`src/rtl/hdma_pkg.sv`:
```
// hdma_pkg: shared state encoding, register-select codes and status layout for the HDMA engine.
// Imported by hdma_engine and hdma_addr_gen.
package hdma_pkg;
    typedef enum logic [1:0] {IDLE, ARMED, RD, WR} state_e;
    localparam logic [2:0] REG_SRC_HI = 3'd0;
    localparam logic [2:0] REG_SRC_LO = 3'd1;
    localparam logic [2:0] REG_DST_HI = 3'd2;
    localparam logic [2:0] REG_DST_LO = 3'd3;
    localparam logic [2:0] REG_CTRL   = 3'd4;
    localparam int STATUS_IDLE_BIT = 7;
endpackage

```
`src/rtl/hdma_addr_gen.sv`:
```
// hdma_addr_gen: source and destination counters for the HDMA engine.
// Writes land block-aligned; source wraps over the full space, destination stays inside the VRAM window.
module hdma_addr_gen
    import hdma_pkg::*;
#(
    parameter int ADDR_W = 16,
    parameter int BLK_LOG2 = 4,
    parameter int DST_W = 13,
    parameter logic [ADDR_W-1:0] DST_BASE = 16'h8000
) (
    input  logic              clk_i,
    input  logic              rst_ni,
    input  logic              wr_i,
    input  logic [2:0]        sel_i,
    input  logic [7:0]        wdata_i,
    input  logic              inc_i,
    output logic [ADDR_W-1:0] src_o,
    output logic [ADDR_W-1:0] dst_o
);
    logic [ADDR_W-1:0] src_q;
    logic [DST_W-1:0]  dst_q;
    always_ff @(posedge clk_i or negedge rst_ni) begin
        if (!rst_ni) begin
            src_q <= '0;
            dst_q <= '0;
        end else if (inc_i) begin
            src_q <= src_q + ADDR_W'(1);
            dst_q <= dst_q + DST_W'(1);
        end else if (wr_i) begin
            case (sel_i)
                REG_SRC_HI: src_q[ADDR_W-1:8] <= wdata_i[ADDR_W-9:0];
                REG_SRC_LO: src_q[7:0] <= {wdata_i[7:BLK_LOG2], {BLK_LOG2{1'b0}}};
                REG_DST_HI: dst_q[DST_W-1:8] <= wdata_i[DST_W-9:0];
                REG_DST_LO: dst_q[7:0] <= {wdata_i[7:BLK_LOG2], {BLK_LOG2{1'b0}}};
                default: ;
            endcase
        end
    end
    assign src_o = src_q;
    assign dst_o = DST_BASE | ADDR_W'(dst_q);
endmodule

```
`src/rtl/hdma_engine.sv`:
```
// hdma_engine: block DMA into the VRAM window, general (CPU stalled) or one block per hblank rising edge.
// Optional completion pulse on dma_done when built with HDMA_IRQ_EN.
module hdma_engine
    import hdma_pkg::*;
#(
    parameter int ADDR_W = 16,
    parameter int LEN_W = 7,
    parameter int BLK_LOG2 = 4,
    parameter logic [ADDR_W-1:0] DST_BASE = 16'h8000,
    parameter int DST_W = 13
) (
    input  logic              clk1,
    input  logic              nreset,
    input  logic              reg_wr,
    input  logic [2:0]        reg_sel,
    input  logic [7:0]        reg_wdata,
    output logic [7:0]        status,
    input  logic              hblank,
    output logic              mem_req,
    output logic              mem_we,
    output logic [ADDR_W-1:0] mem_addr,
    output logic [7:0]        mem_wdata,
    input  logic [7:0]        mem_rdata,
    output logic              cpu_stall,
    output logic              dma_done
);
    state_e              state_q;
    logic [LEN_W-1:0]    rem_q;
    logic [BLK_LOG2-1:0] cnt_q;
    logic [7:0]          data_q;
    logic                hb_q, hmode_q, cancel_q;
    logic [ADDR_W-1:0]   src, dst;
    logic                reg_ok, ctrl_wr, last_wr;

    assign cpu_stall = (state_q == RD) || (state_q == WR);
    assign reg_ok    = reg_wr && !cpu_stall;
    assign ctrl_wr   = reg_ok && (reg_sel == REG_CTRL);
    assign last_wr   = (state_q == WR) && (cnt_q == '1) && (rem_q == '0);

    hdma_addr_gen #(
        .ADDR_W(ADDR_W), .BLK_LOG2(BLK_LOG2), .DST_W(DST_W), .DST_BASE(DST_BASE)
    ) u_addr (
        .clk_i(clk1), .rst_ni(nreset), .wr_i(reg_ok), .sel_i(reg_sel),
        .wdata_i(reg_wdata), .inc_i(state_q == WR), .src_o(src), .dst_o(dst)
    );

    always_ff @(posedge clk1 or negedge nreset) begin
        if (!nreset) begin
            state_q  <= IDLE;
            rem_q    <= '0;
            cnt_q    <= '0;
            data_q   <= '0;
            hb_q     <= 1'b0;
            hmode_q  <= 1'b0;
            cancel_q <= 1'b0;
        end else begin
            hb_q <= hblank;
            case (state_q)
                IDLE: if (ctrl_wr) begin
                    rem_q    <= reg_wdata[LEN_W-1:0];
                    hmode_q  <= reg_wdata[7];
                    cancel_q <= 1'b0;
                    // a start written while hblank is already high runs its first block at once
                    state_q  <= (reg_wdata[7] && !hblank) ? ARMED : RD;
                end
                ARMED: if (ctrl_wr && !reg_wdata[7]) begin
                    state_q  <= IDLE;
                    cancel_q <= 1'b1;
                end else if (hblank && !hb_q) begin
                    state_q <= RD;
                end
                RD: begin
                    data_q  <= mem_rdata;
                    state_q <= WR;
                end
                WR: begin
                    cnt_q <= cnt_q + BLK_LOG2'(1);
                    if (cnt_q != '1) begin
                        state_q <= RD;
                    end else if (rem_q == '0) begin
                        state_q <= IDLE;
                    end else begin
                        rem_q   <= rem_q - LEN_W'(1);
                        state_q <= hmode_q ? ARMED : RD;
                    end
                end
                default: state_q <= IDLE;
            endcase
        end
    end

    assign mem_req   = cpu_stall;
    assign mem_we    = state_q == WR;
    assign mem_addr  = (state_q == RD) ? src : (state_q == WR) ? dst : '0;
    assign mem_wdata = (state_q == WR) ? data_q : 8'h00;

    // idle after a cancel still reports the kept remaining count
    always_comb begin
        status = 8'(rem_q);
        status[STATUS_IDLE_BIT] = state_q == IDLE;
        status = (state_q == IDLE && !cancel_q) ? 8'hFF : status;
    end

`ifdef HDMA_IRQ_EN
    logic done_q;
    always_ff @(posedge clk1 or negedge nreset) begin
        if (!nreset) done_q <= 1'b0;
        else         done_q <= last_wr;
    end
    assign dma_done = done_q;
`else
    logic unused_last;
    assign unused_last = last_wr;
    assign dma_done = 1'b0;
`endif
endmodule

```
`config.mk`:
```
export PLATFORM = sky130hd
export DESIGN_NAME = hdma_engine
export DESIGN_NICKNAME = d
export VERILOG_FILES = /design/src/rtl/hdma_pkg.sv /design/src/rtl/hdma_addr_gen.sv /design/src/rtl/hdma_engine.sv
export SDC_FILE = /design/constraint.sdc
export NUM_CORES = 1
export LEC_CHECK = 0
export ABC_AREA = 1
export CAP_MARGIN = 0
export CORE_MARGIN = 2
export CORE_UTILIZATION = 58
export DETAILED_ROUTE_END_ITERATION = 16
export GPL_ROUTABILITY_DRIVEN = 0
export PLACE_DENSITY_LB_ADDON = 0.3
export SLEW_MARGIN = 10
export SYNTH_ARGS = -nofsm -noshare
export SYNTH_HDL_FRONTEND = slang
export SYNTH_SLANG_ARGS = --single-unit
```
`constraint.sdc`:
```
create_clock -name clk1 -period 4.2 [get_ports clk1]
set_input_delay 0.63 -clock clk1 [delete_from_list [all_inputs] [get_ports clk1]]
set_output_delay 0.63 -clock clk1 [all_outputs]
set_load 0.02 [all_outputs]
```
==> metrics.cfg, run 1 <==
[outcome]
outcome = finished clean

[power]
power_uw = 2920
p_sw_uw = 1420
power_frac_seq_pct = 32.7
p_int_uw = 1500
switching_share_pct = 48.7
p_comb_share_pct = 56.5
p_leak_uw = 0.00190
peakVddDrop_v = 0.000469
power_frac_clock_pct = 10.8
power.density_nw_per_um2 = 710

[detailed_routing]
first_pass_iters = 8
drtIter0Drc = 331
drt_drc_violations_left = 0
wire_per_inst_um = 14.1
totalWireLength_mm = 8.61
vias = 3373
via_per_inst = 5.52
postRouteAntennaNets = 0

[sta]
finalHoldViolations = 0
tightest_slew_ns = 0.561
period_needed_ns = 3.19
setup_ws_ns = 1.01
period_share_pct = 75.9
fmax_mhz = 314
relSlewSlack_pct = 62.6
fin_skew_ns = 0.0120
drv_slew = 0
rsz0062_at_grt = false
fin_tns_setup_ns = 0
setup_viol = 0

[placed_design]
dpl.hpwl_mm = 6.46
place_ws_ns = 1.38
numPortBuffers = 57

[global_route]
grt_pass1_vias = 2983
grt_max_degree = 36
antenna_found_initial = 0
grt_first_pass_wirelength_mm = 14.2
grt_overflow = 0
grt_util_all_layers_pct = 28.0

[die]
rows = 28
die_x_um = 81.2
core_um2 = 5850
start_util_pct = 59.1
die-height_um = 81.2
dieArea_um2 = 6590
ios = 59

[clock_tree]
ctsResizeCount = 0
clk_pin_slew_ns = 0.11
cts_sinks = 53
cts_hold_buf = 0
clock_latency_ns = 0.32
root_buffer = clkbuf_8
postCtsSetupBuffers = 0
clk_path_buf_depth = 2
h-tree-depth = 2
cts_tree = built
cts_buffers = 5

[setup_path]
rrSetupSlack_ns = 2.07
r2r_cells = 8
rr_endpoint = u_addr.dst_q[10]
slowest_stage = dfrtp_1
crit_path_max_fanout = 35
critPathCaptureType = primary output
path_class = reg -> out
required_ns = 3.57
critPathTopFamily = buffers and inverters
cpPeakStageDelay_ns = 0.71
cp_cell_sequence = nand2_4, inv_8, nand2_1, o21ai_0, clkdlybuf4s50_1
crit_path_start_kind = flop
r2r-start = state_q[1]
cp.buffers_inverters = 2
arrival_ns = 2.56

[synth]
syn-num-nets = 512
synth_area_um2 = 3460
syn_area_per_cell_um2 = 7.14
ys_ff_latch = 53
yosysSeqAreaShare_pct = 38.4
syn_inst = 484
yosysWarnings = 0
synth_cell_type_count = 39

[cells_and_area]
area_delta_synth_final_pct = 18.9
final_nets = 563
antenna_cells = 0
drive_gt1_share_pct = 8.77

[hold_path]
hp-class = in -> async

[flow_run]
max-cap-violations = 0

## cell usage after synthesis (all sizes together)
master | n | area share (%)
o21a | 1 | 0.22
nor3 | 8 | 1.6
xnor2 | 4 | 1.0
clkbuf | 4 | 0.43
a21oi | 19 | 2.9
a31oi | 3 | 0.54
dfrtp | 53 | 38
o21ai | 41 | 6.7
conb | 1 | 0.11
buf | 12 | 3.1
o21bai | 1 | 0.22
nand4 | 5 | 0.91
o32ai | 1 | 0.25
o22ai | 14 | 2.5
nor2 | 66 | 8.2
ha | 5 | 1.8
nor3b | 1 | 0.22
nand2 | 129 | 15
o221ai | 1 | 0.25
xor2 | 2 | 0.51
nand3 | 42 | 6.6
o211ai | 4 | 0.87
inv | 67 | 7.7
## layout by cell type (no fill, tap or decap), types with 2 or more instances in the layout
master,n
nand2_1,118
inv_1,61
nor2_1,61
clkdlybuf4s50_1,56
dfrtp_1,53
nand3_1,40
o21ai_1,19
a21oi_1,18
o21ai_0,15
o22ai_1,14
nand2_2,10
o21ai_2,7
nor3_1,5
nand4_1,5
ha_1,5
clkbuf_8,5
inv_2,4
o211ai_1,4
xnor2_1,4
nor3_2,3
a31oi_1,3
buf_4,3
inv_8,2
nor2_2,2
xor2_1,2
nor2_4,2
inv_6,2
## how the worst max path moves through the flow
stage,endpoint,startpoint,cells after the start
floorplan,mem_addr[7],state_q[0],4
global placement,mem_addr[8],state_q[1],5
detailed placement,mem_addr[7],state_q[1],5
CTS,mem_addr[7],state_q[1],5
global route,mem_addr[7],state_q[1],5
finish,mem_addr[8],state_q[1],5
## flip-flops by register name (all words and copies together) (netlist names)
register / cells
u_addr.dst_q: 13
cancel_q: 1
hb_q: 1
state_q: 2
cnt_q: 4
u_addr.src_o: 16
data_q: 8
rem_q: 7
hmode_q: 1
## power by group through the flow
| stage | combinational [µW] | clock, µW | sequential [µW] |
|---|---|---|---|
| final | 1650 | 314 | 954 |
| after global routing | 1830 | 341 | 981 |
| after CTS | 1650 | 317 | 950 |
| after detailed placement | 1640 | 0 | 960 |
| after global placement | 1600 | 0 | 947 |
| after floorplan | 1210 | 0 | 896 |
## stage by stage
step / instance area (µm²) / hold slack, ns / cells / util [%]
global placement: 4020 / 0.456 / 603 / 68.6
CTS: 4110 / 0.302 / 611 / 70.2
floorplan: 3460 / 0.334 / 484 / -
finish: 4110 / 0.280 / 611 / 70.2
global route: 4110 / 0.328 / 611 / 70.2
detailed placement: 4020 / 0.470 / 603 / 68.6
## worst reg2reg max path: stages (launching register included)
cell	delay [ns]
dfrtp_1	0.71
nand2_4	0.35
buf_4	0.36
nor2_4	0.23
nand3_1	0.12
nand2_1	0.08
o21ai_1	0.05
nand2_1	0.05
o21ai_1	0.07
## layout make-up
| class | count | area [µm²] |
|---|---|---|
| Sequential cell | 53 | 1330 |
| Clock inverter | 3 | 25.0 |
| Tap cell | 75 | 93.8 |
| Multi-Input combinational cell | 348 | 1740 |
| Inverter | 67 | 267 |
| Timing Repair Buffer | 60 | 588 |
| Clock buffer | 5 | 68.8 |
| Fill cell | 515 | 1740 |
## layer usage
layer | vias to the layer above | part of all wire, % | GRT usage, %
met5 | - | 0 | 0
met4 | 0 | 1.5 | 7.63
met3 | 13 | 7.3 | 6.78
met2 | 142 | 47 | 46.0
met1 | 1556 | 44 | 37.0
li1 | 1662 | - | -
## kinds of logic after synthesis
logic type	share of synthesized area, %
AO/OA/AOI/OAI	14.4
XOR/XNOR	1.52
adder cells (fa/ha/maj)	1.81
buffers and inverters	11.3
flip-flops	38.4
other	0.109
AND/OR/NAND/NOR	32.5
Note: power is estimated with default switching activity, not from simulation.
==> run 2: changes to the inputs <==
CORE_UTILIZATION = 48   (was 58)
clock period = 2.6 ns   (was 4.2 ns; I/O delays follow)
==> run 2 against run 1 <==
Effect of this change: combinational power up 65%; core utilization decreased by 9.1 points; total power is 64% higher; non-clock buffer count grew 3; largest cell class unchanged; first-iteration DRC count is 5.1% lower; wire length rose by 0.86%; register-to-register slack worse by 1.2 ns; hold slack lost 0.086 ns; critical endpoint is now mem_addr[4].
==> metrics.cfg, run 2 (same netlist as run 1, synthesis figures left out) <==
[die]
die-height_um = 88.9
dieArea_um2 = 7890
ios = 59
die_x_um = 88.9
core_um2 = 6870
rows = 30
start_util_pct = 50.3

[outcome]
outcome = finished clean

[cells_and_area]
final_nets = 566
multi_input_area_um2 = 1760
final_cell_mix = nand2_1 (117), nor2_1 (61), inv_1 (60)
largest_reg_flops = 16
seq_area_um2 = 1330
final_common_cell = nand2_1
antenna_cells = 0
fillers = 640
area_delta_synth_final_pct = 21.6
drive_gt1_share_pct = 9.83
fin_util_pct = 61.2

[global_route]
grt_overflow = 0
antenna_found_initial = 0
grt_max_degree = 54
grt_first_pass_wirelength_mm = 14.6
grt_util_all_layers_pct = 23.7
grt_pass1_vias = 3066

[setup_path]
crit_path_max_fanout = 30
cp.buffers_inverters = 3
cpPeakStageDelay_ns = 0.63
r2r-start = state_q[0]
arrival_ns = 2.10
rr_endpoint = rem_q[3]
rrSetupSlack_ns = 0.85
slowest_stage = clkdlybuf4s50_1
cpMostUsedCell = buf_4
required_ns = 2.21
critPathCaptureType = primary output
path_class = reg -> out
crit_path_start_kind = flop
cp_cell_sequence = buf_4, nand2_1, buf_4, o22ai_1, clkdlybuf4s50_1
r2r_cells = 7
critPathTopFamily = buffers and inverters

[clock_tree]
cts_tree = built
postCtsSetupBuffers = 0
root_buffer = clkbuf_8
clock_latency_ns = 0.32
cts_sinks = 53
clk_pin_slew_ns = 0.10
h-tree-depth = 2
clk_path_buf_depth = 2
cts_buffers = 5

[sta]
fmax_mhz = 401
period_share_pct = 95.9
period_needed_ns = 2.49
fin_tns_setup_ns = 0
finalHoldViolations = 0
drv_slew = 0
rsz0062_at_grt = false
fin_skew_ns = 0.0137
setup_ws_ns = 0.107
relSlewSlack_pct = 54.5
fin_hold_ws_ns = 0.193
tightest_slew_ns = 0.682
setup_viol = 0

[hold_path]
hp-class = in -> async

[detailed_routing]
totalWireLength_mm = 8.68
drt_drc_violations_left = 0
vias = 3352
via_per_inst = 5.28
first_pass_iters = 6
drtIter0Drc = 314
wire_per_inst_um = 13.7
postRouteAntennaNets = 0

[placed_design]
place_ws_ns = 0.423
dpl.hpwl_mm = 6.41
numPortBuffers = 57

[power]
power.density_nw_per_um2 = 1140
peakVddDrop_v = 0.000612
p_leak_uw = 0.00194

[flow_run]
max-cap-violations = 0

-- run 2: cell type report --
| cell class | count | share of cell area [%] |
|---|---|---|
| inverter | 67 | 6.46 |
| clock inverter | 2 | 0.417 |
| timing repair buffer | 63 | 14.9 |
| sequential | 53 | 31.6 |
| clock buffer | 6 | 1.97 |
| multi-input combinational | 348 | 41.8 |
| tap | 96 | 2.86 |
-- run 2: repair_timing --
action / in CTS / in global routing
hold buffers: 0 / 0
resized for setup: 0 / 7
setup endpoints to repair: 0 / 10
-- run 2: how the worst max path moves through the flow --
stage	from	to	slack, ns	cells past startpoint
after floorplan	state_q[0]	mem_addr[7]	0.91	4
after global placement	state_q[1]	status[2]	0.47	5
after detailed placement	state_q[1]	status[1]	0.42	5
after CTS	state_q[1]	status[1]	0.06	5
after global routing	state_q[1]	mem_addr[7]	0.0002	5
final	state_q[1]	mem_addr[4]	0.11	5
-- run 2: report_power, final --
part           internal (µW)  switching, µW  leakage, µW
Clock                    222            300    0.0000518
Combinational           1060           1660      0.00125
Sequential              1200            331     0.000640
Total                   2490           2290      0.00194
-- run 2: layer usage --
layer / GRT usage [%] / wire length [µm] / vias up / share of wire, %
li1: - / - / 1672 / -
met1: 33.4 / 3950 / 1557 / 45
met4: 8.82 / 204 / 0 / 2.3
met2: 37.3 / 4140 / 103 / 48
met5: 0 / 0 / - / 0
met3: 3.08 / 389 / 20 / 4.5
-- run 2: through the flow --
step / cells / instance area, µm² / power, µW
after global routing: 635 / 4200 / 5180
after floorplan: 484 / 3460 / 3390
final: 635 / 4200 / 4780
after global placement: 627 / 4080 / 4160
after detailed placement: 627 / 4080 / 4220
after CTS: 635 / 4180 / 4750
